$ cat config.mk
export PLATFORM = sky130hd
export DESIGN_NAME = control_unit_flat
export DESIGN_NICKNAME = d
export VERILOG_FILES = /design/src/rtl/control_unit_if.sv /design/src/rtl/control_unit.sv /design/src/flat_wrapper.sv
export SDC_FILE = /design/constraint.sdc
export NUM_CORES = 1
export LEC_CHECK = 0
export ABC_AREA = 1
export CELL_PAD_IN_SITES_DETAIL_PLACEMENT = 1
export CELL_PAD_IN_SITES_GLOBAL_PLACEMENT = 2
export CORE_MARGIN = 2
export CORE_UTILIZATION = 19
export CTS_CLUSTER_DIAMETER = 30
export DETAILED_ROUTE_END_ITERATION = 8
export PLACE_DENSITY_LB_ADDON = 0.1
export SYNTH_ARGS = -nofsm -noshare
export SYNTH_HDL_FRONTEND = slang
export SYNTH_SLANG_ARGS = --single-unit
$ cat constraint.sdc
create_clock -name clk_i -period 1.3 [get_ports clk_i]
set_input_delay 0.26 -clock clk_i [delete_from_list [all_inputs] [get_ports clk_i]]
set_output_delay 0.26 -clock clk_i [all_outputs]
set_load 0.02 [all_outputs]
$ cat src/rtl/control_unit_if.sv
// Bus between the control unit and its datapath/program memory.
// The control unit side is the master: it issues the program address and
// the register/ULA control codes, and it receives the fetched instruction,
// the ULA zero status and the start request.
interface control_unit_if;
  logic              start;   // begin execution from address 0
  logic [6:0]        instr;   // {opcode[6:4], imm[3:0]} addressed by pc
  logic              status;  // ULA result is zero
  logic [3:0]        pc;      // program memory address
  logic signed [3:0] imm;     // immediate for RegistratorX
  logic [2:0]        tx;      // RegistratorX control
  logic [2:0]        ty;      // RegistratorY control
  logic [2:0]        tz;      // RegistratorZ control
  logic [2:0]        tula;    // ULA operation select
  logic              busy;    // FETCH or EXEC in progress
  logic              done;    // one-cycle pulse on entering HALT

  modport master (
    input  start, instr, status,
    output pc, imm, tx, ty, tz, tula, busy, done
  );

  modport slave (
    output start, instr, status,
    input  pc, imm, tx, ty, tz, tula, busy, done
  );
endinterface

$ cat src/rtl/control_unit.sv
// Control unit for a small accumulator-style datapath.
// A four-state FSM (IDLE/FETCH/EXEC/HALT) fetches one instruction per
// FETCH cycle into ir, then drives the register and ULA controls for one
// EXEC cycle. Controls are decoded combinationally from the registered
// state and ir, so they are at their idle defaults everywhere but EXEC.
module control_unit (
  input  logic          clk_i,
  input  logic          rst_i,
  control_unit_if.master bus
);

  typedef enum logic [1:0] {
    IDLE  = 2'd0,
    FETCH = 2'd1,
    EXEC  = 2'd2,
    HALT  = 2'd3
  } state_e;

  typedef enum logic [2:0] {
    OP_NOP  = 3'b000,
    OP_LDX  = 3'b001,
    OP_ADD  = 3'b010,
    OP_SUB  = 3'b011,
    OP_MOVZ = 3'b100,
    OP_CLR  = 3'b101,
    OP_BRZ  = 3'b110,
    OP_HALT = 3'b111
  } opcode_e;

  localparam logic [2:0] REG_HOLD  = 3'b000;
  localparam logic [2:0] REG_LOAD  = 3'b001;
  localparam logic [2:0] REG_CLEAR = 3'b010;
  localparam logic [2:0] ULA_ADD   = 3'b000;
  localparam logic [2:0] ULA_SUB   = 3'b001;

  state_e      state_q, state_d;
  logic [3:0]  pc_q, pc_d;
  logic [6:0]  ir_q, ir_d;
  logic        zflag_q, zflag_d;
  logic        done_q, done_d;

  opcode_e     op;
  logic [2:0]  tx, ty, tz, tula;
  logic signed [3:0] imm;
  logic        busy;

  assign op = opcode_e'(ir_q[6:4]);

  // State register; reset wins over everything, including start.
  always_ff @(posedge clk_i) begin
    // NOTE: sequential state uses non-blocking assignments so every register
    // samples the pre-edge value of the others, independent of statement order.
    if (rst_i) begin
      state_q <= IDLE;
      pc_q    <= 4'd0;
      ir_q    <= 7'd0;
      zflag_q <= 1'b0;
      done_q  <= 1'b0;
    end else begin
      state_q <= state_d;
      pc_q    <= pc_d;
      ir_q    <= ir_d;
      zflag_q <= zflag_d;
      done_q  <= done_d;
    end
  end

  // Next-state, pc/ir/zflag update and control decode.
  always_comb begin
    // NOTE: every signal written here gets a default first; a path that
    // skipped an assignment would otherwise infer a latch.
    state_d = state_q;
    pc_d    = pc_q;
    ir_d    = ir_q;
    zflag_d = zflag_q;
    done_d  = 1'b0;
    tx      = REG_HOLD;
    ty      = REG_HOLD;
    tz      = REG_HOLD;
    tula    = ULA_ADD;
    imm     = 4'sd0;
    busy    = 1'b0;

    case (state_q)
      IDLE: begin
        if (bus.start) begin
          state_d = FETCH;
          pc_d    = 4'd0;
        end
      end

      FETCH: begin
        busy    = 1'b1;
        ir_d    = bus.instr;
        state_d = EXEC;
      end

      EXEC: begin
        busy    = 1'b1;
        state_d = FETCH;
        // Sequential flow wraps 15 -> 0 naturally in 4 bits.
        pc_d    = pc_q + 4'd1;
        case (op)
          OP_NOP: ;
          OP_LDX: begin
            tx  = REG_LOAD;
            imm = signed'(ir_q[3:0]);
          end
          OP_ADD: begin
            tula    = ULA_ADD;
            ty      = REG_LOAD;
            zflag_d = bus.status;
          end
          OP_SUB: begin
            tula    = ULA_SUB;
            ty      = REG_LOAD;
            zflag_d = bus.status;
          end
          OP_MOVZ: tz = REG_LOAD;
          OP_CLR: begin
            tx      = REG_CLEAR;
            ty      = REG_CLEAR;
            tz      = REG_CLEAR;
            zflag_d = 1'b0;
          end
          OP_BRZ: begin
            if (zflag_q) pc_d = ir_q[3:0];
          end
          OP_HALT: begin
            pc_d    = pc_q;
            state_d = HALT;
            done_d  = 1'b1;
          end
        endcase
      end

      HALT: begin
        if (bus.start) begin
          state_d = FETCH;
          pc_d    = 4'd0;
          zflag_d = 1'b0;
        end
      end
    endcase
  end

  assign bus.pc   = pc_q;
  assign bus.imm  = imm;
  assign bus.tx   = tx;
  assign bus.ty   = ty;
  assign bus.tz   = tz;
  assign bus.tula = tula;
  assign bus.busy = busy;
  assign bus.done = done_q;

endmodule

$ cat src/flat_wrapper.sv
// flat-port wrapper written by rule: the top's interface ports become plain ports
module control_unit_flat 
  (clk_i, rst_i, bus_start, bus_instr, bus_status, bus_pc, bus_imm, bus_tx, bus_ty, bus_tz, bus_tula, bus_busy, bus_done);
  control_unit_if bus_i ();
  input  logic clk_i;
  input  logic rst_i;
  input wire logic [$bits(bus_i.start)-1:0] bus_start;
  input wire logic [$bits(bus_i.instr)-1:0] bus_instr;
  input wire logic [$bits(bus_i.status)-1:0] bus_status;
  output wire logic [$bits(bus_i.pc)-1:0] bus_pc;
  output wire logic [$bits(bus_i.imm)-1:0] bus_imm;
  output wire logic [$bits(bus_i.tx)-1:0] bus_tx;
  output wire logic [$bits(bus_i.ty)-1:0] bus_ty;
  output wire logic [$bits(bus_i.tz)-1:0] bus_tz;
  output wire logic [$bits(bus_i.tula)-1:0] bus_tula;
  output wire logic [$bits(bus_i.busy)-1:0] bus_busy;
  output wire logic [$bits(bus_i.done)-1:0] bus_done;
  assign bus_i.start = bus_start;
  assign bus_i.instr = bus_instr;
  assign bus_i.status = bus_status;
  assign bus_pc = bus_i.pc;
  assign bus_imm = bus_i.imm;
  assign bus_tx = bus_i.tx;
  assign bus_ty = bus_i.ty;
  assign bus_tz = bus_i.tz;
  assign bus_tula = bus_i.tula;
  assign bus_busy = bus_i.busy;
  assign bus_done = bus_i.done;
  control_unit u_core (.clk_i(clk_i), .rst_i(rst_i), .bus(bus_i));
endmodule
==> results of run 1 <==
[cells by family (layout without fill, tap and decap cells)]
group,after synthesis,after routing
AND/OR/NAND/NOR,62,62
buffers and inverters,29,81
AO/OA/AOI/OAI,20,20
flip-flops,15,15
adder cells (fa/ha/maj),4,4
other,1,5
XOR/XNOR,1,1
[power breakdown]
| part | total, W | switching (W) | internal [W] |
|---|---|---|---|
| combinational | 0.00158 | 0.000796 | 0.000788 |
| sequential | 0.000659 | 0.0000729 | 0.000586 |
| clock | 0.000391 | 0.000174 | 0.000217 |
| total | 0.00263 | 0.00104 | 0.00159 |
[how the worst max path moves through the flow]
| stage | start | end | slack, ps | cells past startpoint |
|---|---|---|---|---|
| final | u_core.state_q[0]$_SDFFE_PP0P_ | bus_tula[0] | -160 | 6 |
| after global routing | u_core.state_q[0]$_SDFFE_PP0P_ | bus_tula[0] | -240 | 6 |
| after CTS | u_core.state_q[0]$_SDFFE_PP0P_ | bus_tx[0] | -180 | 5 |
| after detailed placement | u_core.state_q[0]$_SDFFE_PP0P_ | bus_tz[0] | -500 | 5 |
| after global placement | u_core.state_q[1]$_SDFFE_PP0P_ | bus_tz[0] | -480 | 4 |
| after floorplan | u_core.state_q[0]$_SDFFE_PP0P_ | bus_tz[0] | -70 | 4 |
[what timing repair did]
action	4_1_cts	5_1_grt
buffers inserted	1	1
pin swaps	3	10
resized for setup	79	39
cloned	0	0
setup endpoints to repair	24	22
hold buffers	0	0
[registers in the layout (all words and copies together), names as in the netlist]
name,flops
u_core.ir_q,7
u_core.bus.pc,4
u_core.state_q,2
u_core.bus.done,1
u_core.zflag_q,1
[cell usage in the layout (no fill, tap or decap)]
cell type        count
conb_1               5
nand4_1              1
dlygate4sd2_1        5
nand2_1             23
nand2_4              2
nand2_2              3
clkbuf_8             3
ha_2                 1
xor2_1               1
nand3_1              9
dfxtp_4              1
a21oi_1              8
nor2_1              12
clkinv_1             1
buf_6               11
a21oi_2              1
dfxtp_2              4
ha_4                 2
or2_2                1
clkdlybuf4s50_1     10
inv_2                5
o21ai_4              1
nor3_2               2
o21ai_0              3
nand3_4              2
buf_12               2
dfxtp_1             10
inv_1               12
nor2_4               3
clkbuf_1             1
nor4_2               1
ha_1                 1
inv_4                2
nor2_2               3
o21ai_1              6
o21ai_2              1
buf_4               29
[metrics by stage]
stage | setup TNS [ps] | hold slack (ps)
after CTS | -1470 | 487
after global placement | -5610 | 480
after detailed placement | -5860 | 477
after global routing | -2160 | 531
final | -1200 | 498
after floorplan | -69.6 | 332
[per-layer routing]
| layer | part of all wire, % | up-vias | track usage (%) |
|---|---|---|---|
| met3 | 3.5 | 2 | 2.95 |
| met4 | 0.40 | 0 | 1.89 |
| li1 | - | 517 | - |
| met1 | 44 | 450 | 13.8 |
| met2 | 52 | 19 | 19.4 |
| met5 | 0 | - | 0 |
[worst max-delay path, stage by stage, from the launching register on]
cell,delay [ps]
dfxtp_2,330
inv_2,50
ha_4,160
buf_6,110
nand2_4,50
nor3_2,100
buf_4,160
[cell type report]
type | instances | area [um^2] | area share (%)
timing repair buffer | 57 | 526 | 32.9
sequential | 15 | 309 | 19.3
clock buffer | 4 | 45.0 | 2.82
multi-input combinational | 92 | 574 | 35.9
inverter | 20 | 80.1 | 5.01
tap | 52 | 65.1 | 4.07
==> summary.md, run 1 <==
| Metric | Value |
|---|---|
| Type of the tightest min-delay check | flip-flop to flip-flop |
| CTS max path bufs | 2 |
| Port bufs | 27 |
| Tot Pwr | 0.00263 W |
| Post-synth EDFFs | 0 |
| Root buffer cell | clkbuf_8 |
| Fraction of layout cells with a size suffix above 1 | 42.6% |
| Initial Utilization | approximately a fifth |
| CP Capture Type | output port |
| Synth top cells by count | nand2_1 (26), nor2_1 (17), inv_1 (16) |
| Min-delay src | u_core.ir_q[2]$_SDFFE_PP0N_ |
| Ys flop type | dfxtp_1 |
| TritonRoute pass-1 iters | 2 |
| Failing checks | negative setup slack |
| Register area share after synthesis | 34.5% |
| Max-slew violations | 0 |
| RSZ-0062 raised after global routing | true |
| Worst Clk Skew | around 1.4 ps |
| Worst R2R End | u_core.state_q[0]$_SDFFE_PP0P_ |
| Yosys reg bits | 15 |
| Xor-xnor portion of the synthesized cell area | 1.01% |
| CTS tree | yes |
| Die height | 71.7 um |
| Initial antenna violation count | 0 |
| CP Launch Type | flip-flop |
| Asr flop ratio synth | 0% |
| Drt wl/cell | 11.5 um |
| Main combinational cell family by area after synthesis | simple AND/OR/NAND/NOR gates |
| Cell variety after synth | 22 |
| GR Overflow Total | 0 |
| Detailed-route DRC error count | 0 |
| Cell row count | 24 |
| Largest net degree at the start of global routing | 15 |
| DR iter-0 viols | 33 |
| Worst EP arrival | 1200 ps |
| Num CTS Buffers | 3 |
| Core area | 4380 um^2 |
| Antenna violation net count after detailed routing | 0 |
| Placed inst area | around 1400 um^2 |
| Mux contribution to synthesized area | 0% |
| Number of global-route vias before repair | 1000 |
| Main area contributors after synthesis | dfxtp_1 (35%), nand2_1 (11%), nor2_1 (7.3%) |
| WS Path Type | flip-flop to output port |
| Post-Place Setup Slack | -497 ps |
| Cells after Synth | around 130 |
| Worst-skew pair later-pin latency | between 200 and 300 ps |
| Avg Inst Size Synth | approximately 6.6 um^2 |
| Flop-to-flop setup slack | 50 ps |
| Leak | 0.770 nW |
| RePlAce Congestion | 0.680 |
| DP HPWL | roughly 2200 um |
| Final WL | approximately 2800 um |
| Compound-cell area share of the yosys netlist | around 12% |
| Min-Delay Path Depth | 2 |
| Area growth syn-to-layout | 83.9% |
| Fin cells | 240 |
| Max IR drop VDD | 495 uV |
| Max-cap viol count | 0 |
| Ant diodes | 0 |
| Min cycle time layout | approximately 1500 ps |
| Fmax | 0.687 GHz |
| GRT Total Usage | 11.1% |
| Dominant cell type by area after synthesis | dfxtp_1 |
| Die Area | 5130 um^2 |
| Most frequent cell after synthesis | nand2_1 |
| Cell area after layout | 1600 um^2 |
| Crit path max fanout | 4 |
| DR vias/cell | 4.12 |
| Run status | finished with violations |
| Worst path required time | 1040 ps |
| Finished Core Util | approximately 36% |
| Htree depth | 1 |
| Final hold vios | 0 |
| Global-route wire length before repair | 4560 um |
| Setup Viol. Count Final | 12 |
| IO Pins | 33 |
| YS warnings | 0 |
| CTS sink cnt | 15 |
| P per Cell Area | between 1500 and 2000 nW/um^2 |
| Post-Synth Adder-Cell Area | 5.76% |
| Layout Nets | 204 |
| Chip width | slightly above 70 um |
| Post-route setup slack | -156 ps |
| Top cell type's share of synthesized area | 34.5% |
| Synth Area in Simple Gates | between 30% and 40% |
| Cells after DPL | approximately 230 |
| Clock-pin slew on the worst setup and hold paths | 70 ps |
| WHS Endpoint | u_core.ir_q[2]$_SDFFE_PP0N_ |
| Fin crit share | 112% |
| FILL cells | 546 |
| Cells on worst reg2reg path | 7 |
| Reg2reg start | u_core.state_q[0]$_SDFFE_PP0P_ |
| Cell Area, Synth | 870 um^2 |
| Via count | 988 |
Power figures use the tool's default switching activity.
==> run 2: changes to the inputs <==
Settings changed: CORE_UTILIZATION 19 to 23.
Clock period 1.3 ns to 1.8 ns, I/O delays scaled along.
==> run 2 against run 1 <==
The run now ends clean. Power decreased by 46%. First-iteration DRC count up 12%. Non-clock buffer count fell by 19. Critical path type unchanged.
==> summary.md, run 2 (synthesized netlist as in run 1, its figures left out) <==
| Metric | Value |
|---|---|
| Run status | completed (was finished with violations) |
| Multi-input logic area | 459 um^2 (was 574 um^2) |
| Final hold vios | 0 (unchanged) |
| Most frequent cells in the layout | nand2_1 (25), nor2_1 (17), inv_1 (16) (was buf_4 (29), nand2_1 (23), inv_1 (12), nor2_1 (12), buf_6 (11)) |
| Die Area | 4290 um^2 (was 5130 um^2) |
| Layout Nets | 185 (was 204) |
| Die height | 65.5 um (was 71.7 um) |
| CTS tree | yes (unchanged) |
| Htree depth | 1 (unchanged) |
| RSZ-0062 raised after global routing | true (unchanged) |
| Cell row count | 22 (was 24) |
| Port bufs | 27 (unchanged) |
| Worst Clk Skew | 4.30 ps (was 1.45 ps) |
| CP Launch Point | u_core.state_q[0]$_SDFFE_PP0P_ (unchanged) |
| Initial Utilization | 23.8% (was 19.8%) |
| Crit path max fanout | 4 (unchanged) |
| Placed inst area | 1230 um^2 (was 1410 um^2) |
| CP Capture Type | output port (unchanged) |
| Core area | 3660 um^2 (was 4380 um^2) |
| Type of the tightest min-delay check | flip-flop to flip-flop (unchanged) |
| Worst EP arrival | 1360 ps (was 1200 ps) |
| Largest net degree at the start of global routing | 15 (unchanged) |
| TritonRoute pass-1 iters | 3 (was 2) |
| Largest register FFs | 7 (unchanged) |
| WS Path Type | flip-flop to output port (unchanged) |
| Chip width | 65.5 um (was 71.7 um) |
| IO Pins | 33 (unchanged) |
| Reg2reg start | u_core.state_q[0]$_SDFFE_PP0P_ (unchanged) |
| Num CTS Buffers | 3 (unchanged) |
| Final WL | 2470 um (was 2770 um) |
| CP dominant cell by count | inv_1 |
| Global-route wire length before repair | 4130 um (was 4560 um) |
| Leak | 0.596 nW (was 0.770 nW) |
| Setup bufs post-CTS | 0 (was 1) |
| Clock-pin slew on the worst setup and hold paths | 70 ps (about the same) |
| Slowest cell on the critical path | dfxtp_1 (was dfxtp_2) |
| GR Overflow Total | 0 (unchanged) |
| Worst path required time | 1440 ps (was 1040 ps) |
| Antenna violation net count after detailed routing | 0 (unchanged) |
| DR iter-0 viols | 37 (was 33) |
| Fmax | 0.582 GHz |
| Max-cap viol count | 0 (unchanged) |
| FILL cells | 463 (was 546) |
| Number of global-route vias before repair | 947 (was 1000) |
| CTS max path bufs | 2 (unchanged) |
| Detailed-route DRC error count | 0 (unchanged) |
| Area growth syn-to-layout | 46.8% (was 83.9%) |
| Via count | 921 (was 988) |
| Fraction of layout cells with a size suffix above 1 | 20.7% (was 42.6%) |
| Register Area | 300 um^2 (was 309 um^2) |
| DR vias/cell | 4.24 (was 4.12) |
| DP HPWL | 1990 um (was 2180 um) |
| Max incr delay on CP | 310 ps (was 330 ps) |
| Drt wl/cell | 11.4 um (was 11.5 um) |
| Cell Chain, Critical Path | inv_1 -> ha_1 -> inv_1 -> nor2_1 -> clkdlybuf4s15_1 (was inv_2 -> ha_4 -> buf_6 -> nand2_4 -> nor3_2 -> buf_4) |
| Cell area after layout | 1280 um^2 (was 1600 um^2) |
| Fin crit share | 95.5% |
| Min cycle time layout | 1720 ps |
| Worst-skew pair later-pin latency | 250 ps (about the same) |
| Most flops, register | u_core.ir_q (unchanged) |
| Min-delay src | u_core.ir_q[1]$_SDFFE_PP0N_ (was u_core.ir_q[2]$_SDFFE_PP0N_) |
| Setup Viol. Count Final | 0 (was 12) |
| GRT Total Usage | 13.0% (was 11.1%) |
| Tot Pwr | 0.00142 W (was 0.00263 W) |
| Max-slew violations | 0 (unchanged) |
| Initial antenna violation count | 0 (unchanged) |
| CTS sink cnt | 15 (unchanged) |
| CP Launch Type | flip-flop (unchanged) |
| Finished Core Util | 34.9% (was 36.5%) |
| P per Cell Area | 1120 nW/um^2 (was 1650 nW/um^2) |
| Most common cell after layout, fill and taps aside | nand2_1 (was buf_4) |
| Ant diodes | 0 (unchanged) |
| Max IR drop VDD | 421 uV (was 495 uV) |
| Root buffer cell | clkbuf_8 (unchanged) |
| RePlAce Congestion | 0.714 (was 0.680) |
==> run 2: worst max-delay path, delay by kind of cell, from the launching register on <==
kind          cells  cell delay [ps]
fa+ha+maj         1              220
buf+inv           3              460
flops             1              310
simple gates      1              110
==> run 2: timing repair <==
item                                    in CTS  in global routing
pin swaps                                    1                  0
cloned                                       0                  0
hold buffers                                 0                  0
endpoints found under the hold margin        0                  0
resized for setup                           30                 11
endpoints found under the setup margin      12                 12
==> run 2: area by class of cell <==
class | count | area share, %
Clock buffer | 3 | 3.24
Tap cell | 48 | 4.71
Clock inverter | 1 | 0.392
Timing Repair Buffer | 38 | 26.3
Multi-Input combinational cell | 92 | 36.0
Sequential cell | 15 | 23.5
Inverter | 20 | 5.88
==> run 2: final timing paths <==
path	cells after the start	slack [ps]	endpoint
min	2	490	u_core.ir_q[1]$_SDFFE_PP0N_
min reg2reg	2	490	u_core.ir_q[1]$_SDFFE_PP0N_
max	5	80	bus_ty[1]
max reg2reg	7	380	u_core.bus.pc[2]$_SDFFE_PP0P_
==> run 2: metrics by stage <==
step | TNS, ps | hold slack (ps) | worst slack [ps] | std cells
3_3_place_gp | -301 | 483 | -60.7 | 213
5_1_grt | -11.3 | 531 | -11.3 | 217
4_1_cts | 0 | 499 | 4.98 | 217
3_5_place_dp | -440 | 489 | -109 | 213
2_1_floorplan | 0 | 432 | 125 | 136
6_report | 0 | 491 | 81.5 | 217
==> run 2: metal layers <==
layer	share of wire [%]	routed length [um]	track usage [%]
met1	46	1140	14.3
met4	2.4	59	7.81
met2	47	1160	22.4
met5	0	0	0
met3	4.7	116	3.25
==> run 2: report_power, final <==
part	leakage [nW]	internal, W	switching [W]
combinational	0.448	0.000270	0.000424
clock	0.0255	0.000154	0.000129
sequential	0.123	0.000410	0.0000388
